<file path="config.mk">
export PLATFORM = sky130hd
export DESIGN_NAME = rvv_vlsu_unit
export DESIGN_NICKNAME = d
export VERILOG_FILES = /design/src/rtl/rvv_pkg.sv /design/src/rtl/rvv_vlsu_bytemask.sv /design/src/rtl/rvv_vlsu_unit.sv
export SDC_FILE = /design/constraint.sdc
export NUM_CORES = 1
export LEC_CHECK = 0
export BUFFER_PORTS_ARGS = -buffer_cell sky130_fd_sc_hd__buf_4
export CAP_MARGIN = 10
export CELL_PAD_IN_SITES_DETAIL_PLACEMENT = 1
export CELL_PAD_IN_SITES_GLOBAL_PLACEMENT = 1
export CORE_MARGIN = 2
export CORE_UTILIZATION = 36
export DETAILED_ROUTE_END_ITERATION = 7
export PLACE_DENSITY = 0.82
export SLEW_MARGIN = 20
export SYNTH_ARGS = -nofsm -noshare
export SYNTH_HDL_FRONTEND = slang
export SYNTH_HIERARCHICAL = 1
export SYNTH_SLANG_ARGS = --single-unit
</file>
<file path="constraint.sdc">
create_clock -name clk -period 3.8 [get_ports clk]
set_clock_uncertainty 0.1 [all_clocks]
set_input_delay 0.38 -clock clk [delete_from_list [all_inputs] [get_ports clk]]
set_output_delay 0.38 -clock clk [all_outputs]
set_load 0.01 [all_outputs]
</file>
<file path="src/rtl/rvv_pkg.sv">
// Shared constants, encodings and state type for the RVV unit-stride load/store unit.
// Also holds the transfer-length helper used by the FSM.
package rvv_pkg;

    localparam int VLEN  = 128;
    localparam int BUS_W = 32;
    localparam int BEATS = VLEN / BUS_W;
    localparam int NREG  = 32;

    localparam logic [2:0] SEW_E8  = 3'b000;
    localparam logic [2:0] SEW_E16 = 3'b001;
    localparam logic [2:0] SEW_E32 = 3'b010;
    localparam logic [2:0] LMUL_M1 = 3'b000;

    typedef enum logic [2:0] {
        ST_IDLE    = 3'd0,
        ST_CHECK   = 3'd1,
        ST_CAPTURE = 3'd2,
        ST_REQ     = 3'd3,
        ST_WAIT    = 3'd4,
        ST_WRITE   = 3'd5,
        ST_DONE    = 3'd6
    } vlsu_state_e;

    // Bytes to move: vl scaled by element size, clamped to one register.
    function automatic logic [4:0] calc_nbytes(input logic [8:0] vl, input logic [2:0] vsew);
        logic [10:0] w_scaled;
        w_scaled = {2'b00, vl} << vsew;
        return (w_scaled > 11'd16) ? 5'd16 : w_scaled[4:0];
    endfunction

endpackage

</file>
<file path="src/rtl/rvv_vlsu_bytemask.sv">
// Byte enables for one 32-bit beat: byte b of beat k is live when 4k+b < nbytes.
module rvv_vlsu_bytemask (
    input  logic [4:0] i_nbytes,
    input  logic [1:0] i_beat,
    output logic [3:0] o_be
);

    always_comb begin
        o_be = 4'b0000;
        for (int b = 0; b < 4; b++) begin
            o_be[b] = (5'({i_beat, 2'(b)}) < i_nbytes);
        end
    end

endmodule

</file>
<file path="src/rtl/rvv_vlsu_unit.sv">
// Unit-stride vle/vse engine: moves up to 16 bytes between a 32-bit memory port and one
// 128-bit vector register. Memory handshake: a beat transfers on a cycle with mem_req && mem_gnt.
module rvv_vlsu_unit
    import rvv_pkg::*;
(
    input  logic          clk,
    input  logic          rst,
    input  logic          cmd_valid,
    output logic          cmd_ready,
    input  logic          cmd_store,
    input  logic [4:0]    cmd_vreg,
    input  logic [31:0]   cmd_base,
    input  logic [8:0]    vl,
    input  logic [6:0]    vtype,
    output logic [4:0]    rf_ra,
    input  logic [127:0]  rf_rd,
    output logic [4:0]    rf_wa,
    output logic [127:0]  rf_wd,
    output logic          rf_wen,
    output logic          mem_req,
    output logic          mem_we,
    output logic [31:0]   mem_addr,
    output logic [31:0]   mem_wdata,
    output logic [3:0]    mem_be,
    input  logic          mem_gnt,
    input  logic          mem_rvalid,
    input  logic [31:0]   mem_rdata,
    output logic          done_valid,
    output logic          done_err,
    output vlsu_state_e   dbg_state
);

    vlsu_state_e  r_state;
    vlsu_state_e  w_next;
    logic         r_store;
    logic [4:0]   r_vreg;
    logic [31:0]  r_base;
    logic [8:0]   r_vl;
    logic [6:0]   r_vtype;
    logic [127:0] r_buf;
    logic [1:0]   r_beat;
    logic         r_err;

    logic [4:0]   w_nbytes;
    logic [4:0]   w_nbeats;
    logic         w_last;
    logic         w_bad;
    logic [3:0]   w_be;
    logic [31:0]  w_word;

    assign w_nbytes = calc_nbytes(r_vl, r_vtype[5:3]);
    assign w_nbeats = (w_nbytes + 5'd3) >> 2;
    assign w_last   = ({3'b000, r_beat} == (w_nbeats - 5'd1));
    assign w_bad    = !r_vtype[6] || (r_vtype[5:3] > SEW_E32) ||
                      (r_vtype[2:0] != LMUL_M1) || (r_base[1:0] != 2'b00);
    assign w_word   = r_buf[{r_beat, 5'b00000} +: 32];

    rvv_vlsu_bytemask u_bytemask (
        .i_nbytes (w_nbytes),
        .i_beat   (r_beat),
        .o_be     (w_be)
    );

    always_comb begin
        w_next = r_state;
        case (r_state)
            ST_IDLE:    if (cmd_valid) w_next = ST_CHECK;
            ST_CHECK:   w_next = (w_bad || w_nbytes == 5'd0) ? ST_DONE : ST_CAPTURE;
            ST_CAPTURE: w_next = ST_REQ;
            ST_REQ: begin
                if (mem_gnt) begin
                    if (!r_store)    w_next = ST_WAIT;
                    else if (w_last) w_next = ST_DONE;
                end
            end
            ST_WAIT:    if (mem_rvalid) w_next = w_last ? ST_WRITE : ST_REQ;
            ST_WRITE:   w_next = ST_DONE;
            ST_DONE:    w_next = ST_IDLE;
            default:    w_next = ST_IDLE;
        endcase
    end

    always_ff @(posedge clk) begin
        if (!rst) begin
            r_state <= ST_IDLE;
            r_store <= 1'b0;
            r_vreg  <= 5'd0;
            r_base  <= 32'd0;
            r_vl    <= 9'd0;
            r_vtype <= 7'd0;
            r_buf   <= 128'd0;
            r_beat  <= 2'd0;
            r_err   <= 1'b0;
        end else begin
            r_state <= w_next;
            case (r_state)
                ST_IDLE: begin
                    if (cmd_valid) begin
                        r_store <= cmd_store;
                        r_vreg  <= cmd_vreg;
                        r_base  <= cmd_base;
                        r_vl    <= vl;
                        r_vtype <= vtype;
                        r_beat  <= 2'd0;
                        r_err   <= 1'b0;
                    end
                end
                ST_CHECK:   r_err <= w_bad;
                // Loads merge into the old register value so tail bytes stay undisturbed.
                ST_CAPTURE: r_buf <= rf_rd;
                ST_REQ:     if (mem_gnt && r_store) r_beat <= r_beat + 2'd1;
                ST_WAIT: begin
                    if (mem_rvalid) begin
                        for (int b = 0; b < 4; b++) begin
                            if (w_be[b]) r_buf[{r_beat, 2'(b), 3'b000} +: 8] <= mem_rdata[8*b +: 8];
                        end
                        r_beat <= r_beat + 2'd1;
                    end
                end
                default: ;
            endcase
        end
    end

    assign cmd_ready  = (r_state == ST_IDLE);
    assign rf_ra      = r_vreg;
    assign rf_wen     = (r_state == ST_WRITE);
    assign rf_wa      = rf_wen ? r_vreg : 5'd0;
    assign rf_wd      = rf_wen ? r_buf : 128'd0;
    assign mem_req    = (r_state == ST_REQ);
    assign mem_we     = mem_req && r_store;
    assign mem_addr   = mem_req ? (r_base + {28'd0, r_beat, 2'b00}) : 32'd0;
    assign mem_be     = mem_req ? w_be : 4'b0000;
    assign mem_wdata  = mem_we ? w_word : 32'd0;
    assign done_valid = (r_state == ST_DONE);
    assign done_err   = done_valid && r_err;
    assign dbg_state  = r_state;

endmodule

</file>
==> impl_results.md, run 1 <==
- Input/output buffers: 433
- Crit path max fanout: 6
- Via Count: 13001
- Tightest Pin Transition: between 0.9 and 1 ns
- Final core area utilization: 0.500
- Vias in the first global route: about 14000
- Max Cap Viol: 0
- Clock slew at reported path FFs: roughly 0.090 ns
- Cells after Synth: around 1400
- Hold Path Stages: 3
- Reg-to-reg endpoint: r_buf[96]
- Ys Warns: 6
- Unique masters post-synth: 81
- Number of buffers created by CTS: 17
- Final nets: just over 2000
- Final Hold Violating Endpoints: 0
- Post-DR vias/cell: 5.75
- Critical Path RT: about 3.3 ns
- Flops & latches, synth: roughly 190
- Die Y: about 190 µm
- Initial antenna violation count: 1
- Mapped cell area: roughly 12000 µm²
- Final WS setup: roughly 0.15 ns
- Outcome: finished, final reports clean
- DP Wirelength: roughly 39000 µm
- Met1 Usage GRT: 0.339
- Area post-placement: 15600 µm²
- Routed length per instance: 23.2 µm
- Ys flop type: dfxtp_1
- Most common cell in the netlist: nand2_1
- Crit Path Category: flip-flop to output pin
- CP arrival: around 3.2 ns
- Seq/Total Area, Yosys: 0.315
- Area share of the largest cell type after synthesis: 0.315
- CTS tree: yes
- H-tree depth: 4
- Final setup vio count: 0
- Initial Utilization: 0.366
- Aggregate global routing overflow: 0
- Hold path endpoint: r_base[10]
- Combinational group share of total power: 0.442
- Pwr Total: around 9.6 mW
- VDD IR max: about 0.24 mV
- Antenna Violating Nets Remaining: 0
- # rows: 66
- Clk_lat worst skew: 0.45 ns
- Most frequent cells after synthesis: 262 x nand2_1, 188 x dfxtp_1, 150 x and2_1
- WL final: around 52000 µm
- GR peak layer: met2
- Pre-antenna DRT Iters: 5
- GRT Total Usage: 0.293
- Leakage: 8.35 nW
- CTS max path bufs: 2
- R2r setup slk: 0.22 ns
- Worst hold path startpoint: cmd_base[10]
- PwrDens: ~590 nW/µm²
- CTS sink count: approximately 190
- Clock share of power: 0.207
- EDFF count, synth: 0
- Initial drt markers: between 700 and 800
- Pins Over Slew Limit: 0
- DIE AREA: 34700 µm²
- NetSw: a little over 4 mW
- Layout area overhead: 36.6%
- Worst r2r src: r_vtype[5]
- Area leader, netlist: dfxtp_1
- Synth Area per Inst: approximately 8.4 µm²
- Tcrit/Tclk final: 0.960
- Internal: about 5.6 mW
- Post-Place Worst Slack: -0.171 ns
- Share of cells above drive strength 1: 0.327
- Core Region: about 33000 µm²
- Fin crit period: around 3.6 ns
- Largest net degree at the start of global routing: 100
- M2 GR Usage: 0.507
- Cell mode on critical path: buf_4
- Post-CTS Hold Buffers: 0
- First-pass GRT wire length: 78400 µm
- FF-to-FF path depth: 16
- Die W: 186 µm
- Asr flop ratio synth: 0
- Syn nets: about 1700
- Slew Limit Headroom: 0.391
- Worst path slowest cell: dfxtp_4
- Hold crit path type: primary input to flip-flop
- Net Sw Frac: 0.423
- GPL Wtd Cong: ~0.89
- Crit path cell chain: mux2_2, o21ai_2, nand4_2, or2_4, nor2_1, inv_1, ha_1, nand3b_4, o32a_1, buf_4, and3_1, buf_4
- Maximum clock rate: 274 MHz
- Cell area after layout: 16300 µm²
- I/O Pins: ~430
- Met3 Resource Use GR: 0.0672
- CP Capture Type: output pin
- Synth top area cells: dfxtp_1 32%, o211a_1 11%, nand2_1 8.2%
- Root Buffer: clkbuf_16
- Largest stage delay on the critical path: 0.37 ns
- Sequential power share: 0.351
- # DRC: 0
- Critical path launch point type: flip-flop
==> final cells by class <==
| type | count | area, µm² |
|---|---|---|
| antenna | 3 | 7.51 |
| clock buffer | 18 | 439 |
| clock inverter | 14 | 198 |
| fill | 3927 | 16300 |
| inverter | 14 | 52.6 |
| multi-input combinational | 1092 | 7590 |
| sequential | 188 | 3780 |
| tap | 442 | 553 |
| timing repair buffer | 489 | 3680 |
==> worst max path at each step <==
stage,from,to,depth (start not counted)
floorplan,r_vtype[3],r_buf[70],15
global placement,r_vtype[4],r_buf[35],15
detailed placement,r_vtype[4],r_buf[97],15
CTS,r_vtype[5],mem_be[0],11
global route,r_vtype[5],r_buf[97],16
finish,r_vtype[3],mem_be[0],12
==> per-layer routing <==
| metal | share of wire | vias up |
|---|---|---|
| met5 | 0 | - |
| met4 | 0.044 | 0 |
| met3 | 0.076 | 125 |
| met2 | 0.49 | 557 |
| met1 | 0.39 | 6415 |
| li1 | - | 5904 |
==> worst max-delay path, delay by kind of cell, from the launching register on <==
family	cells	cell delay, ns
buf+inv	3	0.39
simple gates	5	0.83
mux	1	0.35
flops	1	0.37
compound gates	2	0.46
fa+ha+maj	1	0.33
==> sequential cells by signal, summed over array words and instances (netlist names) <==
| name | flops |
|---|---|
| r_vtype | 7 |
| r_store | 1 |
| rf_ra | 5 |
| r_beat | 2 |
| dbg_state | 3 |
| r_buf | 128 |
| r_base | 32 |
| r_err | 1 |
| r_vl | 9 |
==> repair_timing <==
action | CTS | global route
resized for setup | 10 | 10
pin swaps | 0 | 2
buffers inserted | 0 | 3
endpoints found under the setup margin | 26 | 26
==> metrics by stage <==
| stage | instances | setup TNS (ns) | hold slack, ns |
|---|---|---|---|
| after floorplan | 1427 | 0 | 0.339 |
| after global placement | 2222 | 0 | 0.357 |
| after detailed placement | 2222 | -1.60 | 0.360 |
| after CTS | 2254 | 0 | 0.0726 |
| after global routing | 2258 | -0.0792 | 0.0734 |
| final | 2260 | 0 | 0.0849 |
==> power groups by stage <==
stage                     logic [mW]  clock network, mW  registers [mW]
after floorplan                 2.77                  0            3.09
after global placement          4.06                  0            3.33
after detailed placement        4.21                  0            3.38
after CTS                       4.25               2.03            3.34
after global routing            4.64               2.12            3.45
final                           4.25               1.99            3.37
==> logic make-up after synthesis <==
family	share of synthesized area
XOR/XNOR	0.0154
buffers and inverters	0.0537
multiplexers	0.0678
flip-flops	0.315
AND/OR/NAND/NOR	0.260
adder cells (fa/ha/maj)	0.0130
AO/OA/AOI/OAI	0.275
==> cell usage in the layout, fill, tap and decap left out, types with 17 or more instances in the layout <==
master and count:
nor2_1 54, a21boi_0 58, nand2_1 262, a22oi_1 128, and3_1 74, mux4_2 32
and2_1 149, clkbuf_16 17, buf_4 488, dfxtp_1 179, a21oi_1 32, o211a_1 128
o21ai_0 20
Note: power is estimated with default switching activity, not from simulation.
==> run 2, diff against run 1 <==
==> constraint.sdc (replaced) <==
create_clock -name clk -period 3.8 [get_ports clk]
set_clock_uncertainty 0.1 [all_clocks]
set_input_delay 0.38 -clock clk [delete_from_list [all_inputs] [get_ports clk]]
set_output_delay 0.38 -clock clk [all_outputs]
set_load 0.005 [all_outputs]
==> run 2 against run 1 <==
Net effect:
- flip-flop and latch count did not move
- count of clock-buffer cells in the layout did not move
- cell count did not move
- routed wire length barely moved
- first-iteration DRC count rose by 5.8%
- hold slack improved by 0.0011 ns
- combinational power fell by 0.9%
- via count fell by 0.26%
- core utilization barely moved
- critical endpoint unchanged
==> impl_results.md, run 2 (synthesized netlist as in run 1, its figures left out) <==
- Outcome: finished, final reports clean
- Aggregate global routing overflow: 0
- Maximum clock rate: roughly 270 MHz
- Antenna Violating Nets Remaining: 0
- Layout area overhead: 36.5%
- Share of cells above drive strength 1: 0.327
- Crit Path Category: flip-flop to output pin
- Worst r2r src: r_vtype[3]
- Final nets: 2032
- Largest regs: r_buf x128, r_base x32, r_vl x9
- Post-DR vias/cell: approximately 5.7
- WL final: approximately 52000 µm
- Critical path launch point type: flip-flop
- Unrepaired setup endpoints after global routing: true
- FF-to-FF path depth: 16
- Final WS setup: between 0.1 and 0.15 ns
- VDD IR max: between 0.2 and 0.25 mV
- Via Count: between 10000 and 15000
- Max Cap Viol: 0
- Final setup vio count: 0
- Clk_lat worst skew: roughly 0.44 ns
- PwrDens: between 500 and 600 nW/µm²
- Routed length per instance: about 23 µm
- Max reg flops: ~130
- Largest stage delay on the critical path: between 0.3 and 0.4 ns
- I/O Pins: ~430
- Slew Limit Headroom: 0.386
- Cell mode on critical path: buf_4
- # rows: 66
- First-pass GRT wire length: roughly 78000 µm
- Initial antenna violation count: 1
- Initial drt markers: 761
- Core Region: ~33000 µm²
- Final Hold Violating Endpoints: 0
- Hold path endpoint: r_base[10]
- Most flops, register: r_buf
- R2r setup slk: about 0.21 ns
- Pre-antenna DRT Iters: 5
- Crit path max fanout: 6
- Reg-to-reg endpoint: r_buf[97]
- Area post-placement: between 15000 and 20000 µm²
- Multi-input gate area: about 7600 µm²
- CP Capture Type: output pin
- Fillcell total: 3927
- Largest net degree at the start of global routing: 100
- DP Wirelength: 38800 µm
- Root Buffer: clkbuf_16
- Input/output buffers: about 430
- Tcrit/Tclk final: 0.962
- Die W: around 190 µm
- Cell area after layout: 16300 µm²
- Worst path slowest cell: dfxtp_4
- Initial Utilization: 0.366
- Tightest Pin Transition: ~0.92 ns
- Crit path cell chain: mux2_2, o21ai_2, nand4_2, or2_4, a211oi_1, inv_1, ha_4, nand3b_4, o32a_1, buf_4, and3_1, buf_4
- # DRC: 0
- Pwr Total: ~9.6 mW
- Leakage: between 8 and 9 nW
- GPL Wtd Cong: 0.891
- Hold crit path type: primary input to flip-flop
- Fin crit period: roughly 3.7 ns
- H-tree depth: 4
- Vias in the first global route: 13557
- Number of buffers created by CTS: 17
- Pins Over Slew Limit: 0
- Critical Path RT: 3.32 ns
- Clock slew at reported path FFs: roughly 0.09 ns
- CTS max path bufs: 2
- Worst hold path startpoint: cmd_base[10]
- Post-Place Worst Slack: -0.171 ns
- Die Y: 186 µm
- Hold Path Stages: 3
- CTS tree: yes
- CTS sink count: between 150 and 200
- Commonest non-fill, non-tap cell in the layout: buf_4
- DIE AREA: about 35000 µm²
- Setup TNS: 0 ns
- CP arrival: around 3.2 ns
- Reg area: between 3000 and 4000 µm²
- GRT Total Usage: 0.293
- Most frequent cells in the layout: 488 x buf_4, 262 x nand2_1, 179 x dfxtp_1
==> run 2: cell type report <==
| cell class | count | area share |
|---|---|---|
| clock inverter | 14 | 0.0121 |
| antenna | 3 | 0.000460 |
| tap | 442 | 0.0339 |
| multi-input combinational | 1092 | 0.465 |
| inverter | 14 | 0.00322 |
| clock buffer | 18 | 0.0269 |
| timing repair buffer | 489 | 0.226 |
| sequential | 188 | 0.232 |
==> run 2: through the flow <==
step	util	std cells	hold WS, ns
6_report	0.500	2260	0.0860
5_1_grt	0.500	2258	0.0734
3_3_place_gp	0.478	2222	0.357
4_1_cts	0.498	2254	0.0726
3_5_place_dp	0.478	2222	0.360
2_1_floorplan	-	1427	0.339
==> run 2: critical path: cells and delay by family (launching register included) <==
kind                       cells  cell delay (ns)
AOI/OAI and AO/OA              3             0.65
adders and majority gates      1             0.30
buffers and inverters          3             0.42
DFF                            1             0.37
muxes                          1             0.35
and+or+nand+nor                4             0.67
==> run 2: how the worst max path moves through the flow <==
stage	slack (ns)	cells after the start	end	from
finish	0.15	12	mem_be[0]	r_vtype[3]
global route	-0.03	16	r_buf[97]	r_vtype[5]
CTS	0.01	11	mem_be[0]	r_vtype[5]
detailed placement	-0.17	15	r_buf[97]	r_vtype[4]
global placement	0.08	15	r_buf[35]	r_vtype[4]
floorplan	0.32	15	r_buf[70]	r_vtype[3]
==> run 2: repair_timing <==
action                                  CTS  global route
hold buffers                              0             0
hold endpoints to repair                  0             0
pin swaps                                 0             2
endpoints found under the setup margin   26            26
buffers inserted                          0             3
gates resized for setup                  10             9
==> run 2: report_power, final <==
| part | leakage (nW) | total, mW | internal (mW) | switching (mW) |
|---|---|---|---|---|
| Combinational | 6.49 | 4.21 | 1.82 | 2.40 |
| Sequential | 1.55 | 3.37 | 2.70 | 0.672 |
| Clock | 0.312 | 1.99 | 1.04 | 0.959 |
| Total | 8.35 | 9.58 | 5.55 | 4.03 |
==> run 2: routing by layer <==
layer / GRT usage / vias to the layer above / share of wire / wire, µm
met5: 0 / - / 0 / 0
met4: 0.152 / 0 / 0.044 / 2310
met3: 0.0672 / 129 / 0.076 / 3960
met2: 0.507 / 561 / 0.49 / 25700
met1: 0.339 / 6372 / 0.39 / 20500
li1: - / 5905 / - / -
==> run 3, diff against run 2 <==
--- a/config.mk
+++ b/config.mk
@@ -7,12 +7,10 @@
 export LEC_CHECK = 0
 export BUFFER_PORTS_ARGS = -buffer_cell sky130_fd_sc_hd__buf_4
 export CAP_MARGIN = 10
-export CELL_PAD_IN_SITES_DETAIL_PLACEMENT = 1
-export CELL_PAD_IN_SITES_GLOBAL_PLACEMENT = 1
-export CORE_MARGIN = 2
-export CORE_UTILIZATION = 36
+export CORE_AREA = 2 2 171 173
 export DETAILED_ROUTE_END_ITERATION = 7
-export PLACE_DENSITY = 0.82
+export DIE_AREA = 0 0 173 175
+export PLACE_DENSITY = 0.71
 export SLEW_MARGIN = 20
 export SYNTH_ARGS = -nofsm -noshare
 export SYNTH_HDL_FRONTEND = slang
==> run 3 against run 2 <==
Net effect:
- routed wire length shrank 9.8%
- die area shrank 13%
- fmax shrank 1.0%
- first-iteration DRC count grew 48%
- hold slack gained 0.0080 ns
- sequential share of layout area grew 0.056 points
- cell count shrank 2.7%
- flip-flop and latch count is the same
- register-to-register slack gained 0.11 ns
- non-clock buffer count is the same
- via count shrank 1.5%
- largest power group unchanged
==> impl_results.md, run 3 (synthesized netlist as in run 1, its figures left out) <==
- Outcome: finished, final reports clean
- Routed wl met2: ~23000 µm
- Initial drt markers: 1127
- Aggregate global routing overflow: 0
- Leakage: between 8 and 9 nW
- Antenna Violating Nets Remaining: 0
- Most frequent cells in the layout: 484 x buf_4, 262 x nand2_1, 184 x dfxtp_1
- VDD IR max: roughly 0.33 mV
- Tightest Pin Transition: 1.13 ns
- Max reg flops: about 130
- Commonest non-fill, non-tap cell in the layout: buf_4
- Initial antenna violation count: 0
- I/O Pins: about 430
- Die Y: about 180 µm
- Hold crit path type: primary input to flip-flop
- Final WS setup: roughly 0.11 ns
- DP Wirelength: between 30000 and 40000 µm
- Vias in the first global route: about 12000
- CTS sink count: approximately 190
- Layout area overhead: 35.8%
- CP Capture Type: output pin
- Critical Path RT: 3.32 ns
- Final core area utilization: 0.571
- Most flops, register: r_buf
- CTS max path bufs: 2
- Largest regs: r_buf x128, r_base x32, r_vl x9
- Slew Limit Headroom: 0.244
- PwrDens: 577 nW/µm²
- CTS tree: yes
- Number of buffers created by CTS: 17
- Crit Path Category: flip-flop to output pin
- Tcrit/Tclk final: 0.972
- Final nets: a little over 2000
- Final setup vio count: 0
- DIE AREA: 30300 µm²
- Via Count: between 10000 and 15000
- Pwr Total: ~9.4 mW
- WL final: between 40000 and 50000 µm
- Post-DR vias/cell: 5.81
- Max layer used: met4
- Maximum clock rate: 271 MHz
- Fillcell total: 2700
- Clock slew at reported path FFs: 0.08 ns
- Total inserted antenna cells: 0
- First-pass GRT wire length: 71800 µm
- R2r setup slk: 0.32 ns
- Root Buffer: clkbuf_16
- Largest net degree at the start of global routing: 103
- Metal3 WL: ~4000 µm
- Core Region: ~28000 µm²
- GPL Wtd Cong: 0.926
- Input/output buffers: between 400 and 500
- # DRC: 0
- Critical path launch point type: flip-flop
- Routed length per instance: 21.5 µm
- Final Hold Violating Endpoints: 0
- Share of cells above drive strength 1: 0.324
- Met1 wire length: about 19000 µm
- Die W: roughly 170 µm
- Pre-antenna DRT Iters: 5
- Fin crit period: about 3.7 ns
- Initial Utilization: 0.421
- Max Cap Viol: 0
- H-tree depth: 4
- GRT Total Usage: 0.300
- CP arrival: between 3 and 4 ns
- Post-CTS Hold Buffers: 0
- Pins Over Slew Limit: 0
- Post-Place Worst Slack: -0.0918 ns
- # rows: 62
- Crit path max fanout: 9
- Clk_lat worst skew: 0.43 ns
[run 3: final timing paths]
path                from  cells after the start          to
min          cmd_base[8]                      3   r_base[8]
min reg2reg   r_vtype[2]                      2  r_vtype[2]
max reg2reg   r_vtype[5]                     14   r_buf[70]
max           r_vtype[3]                     12   mem_be[0]
[run 3: metal layers]
| metal | global-route usage | up-vias |
|---|---|---|
| li1 | - | 5896 |
| met1 | 0.371 | 6159 |
| met2 | 0.513 | 626 |
| met3 | 0.0661 | 86 |
| met4 | 0.108 | 0 |
| met5 | 0 | - |
[run 3: timing repair]
item,in CTS,in global routing
buffers inserted,0,1
pin swaps,0,1
setup endpoints to repair,19,19
resized for setup,5,7
[run 3: stage by stage]
stage / cells / hold slack [ns] / TNS (ns) / area (µm²)
floorplan: 1427 / 0.339 / 0 / 11900
global placement: 2166 / 0.358 / 0 / 15600
detailed placement: 2166 / 0.363 / -0.150 / 15600
CTS: 2198 / 0.0841 / 0 / 16200
global route: 2199 / 0.0878 / -0.00341 / 16200
finish: 2199 / 0.0940 / 0 / 16200
[run 3: final cells by class]
cell class / count / area (µm²) / share of cell area
clock buffers: 19 / 453 / 0.0279
clock inverters: 13 / 149 / 0.00918
inverters: 14 / 52.6 / 0.00324
multi-input cells: 1092 / 7590 / 0.468
flip-flops and latches: 188 / 3770 / 0.233
well taps: 384 / 480 / 0.0296
repair buffers: 489 / 3720 / 0.230
[run 3: critical path, cell delays in order (launching register included)]
cell      delay [ns]
dfxtp_4         0.37
buf_6           0.13
inv_2           0.09
o311a_4         0.38
or2_4           0.27
a211oi_2        0.17
inv_1           0.10
ha_4            0.30
nand3b_4        0.08
o32a_1          0.40
buf_4           0.17
and3_1          0.18
buf_4           0.14
[run 3: power breakdown]
group          switching [mW]  leakage (nW)  internal [mW]  total [mW]
Clock                   0.895         0.287          0.971        1.87
Combinational            2.25          6.50           1.84        4.09
Sequential              0.706          1.55           2.70        3.40
Total                    3.85          8.33           5.51        9.36
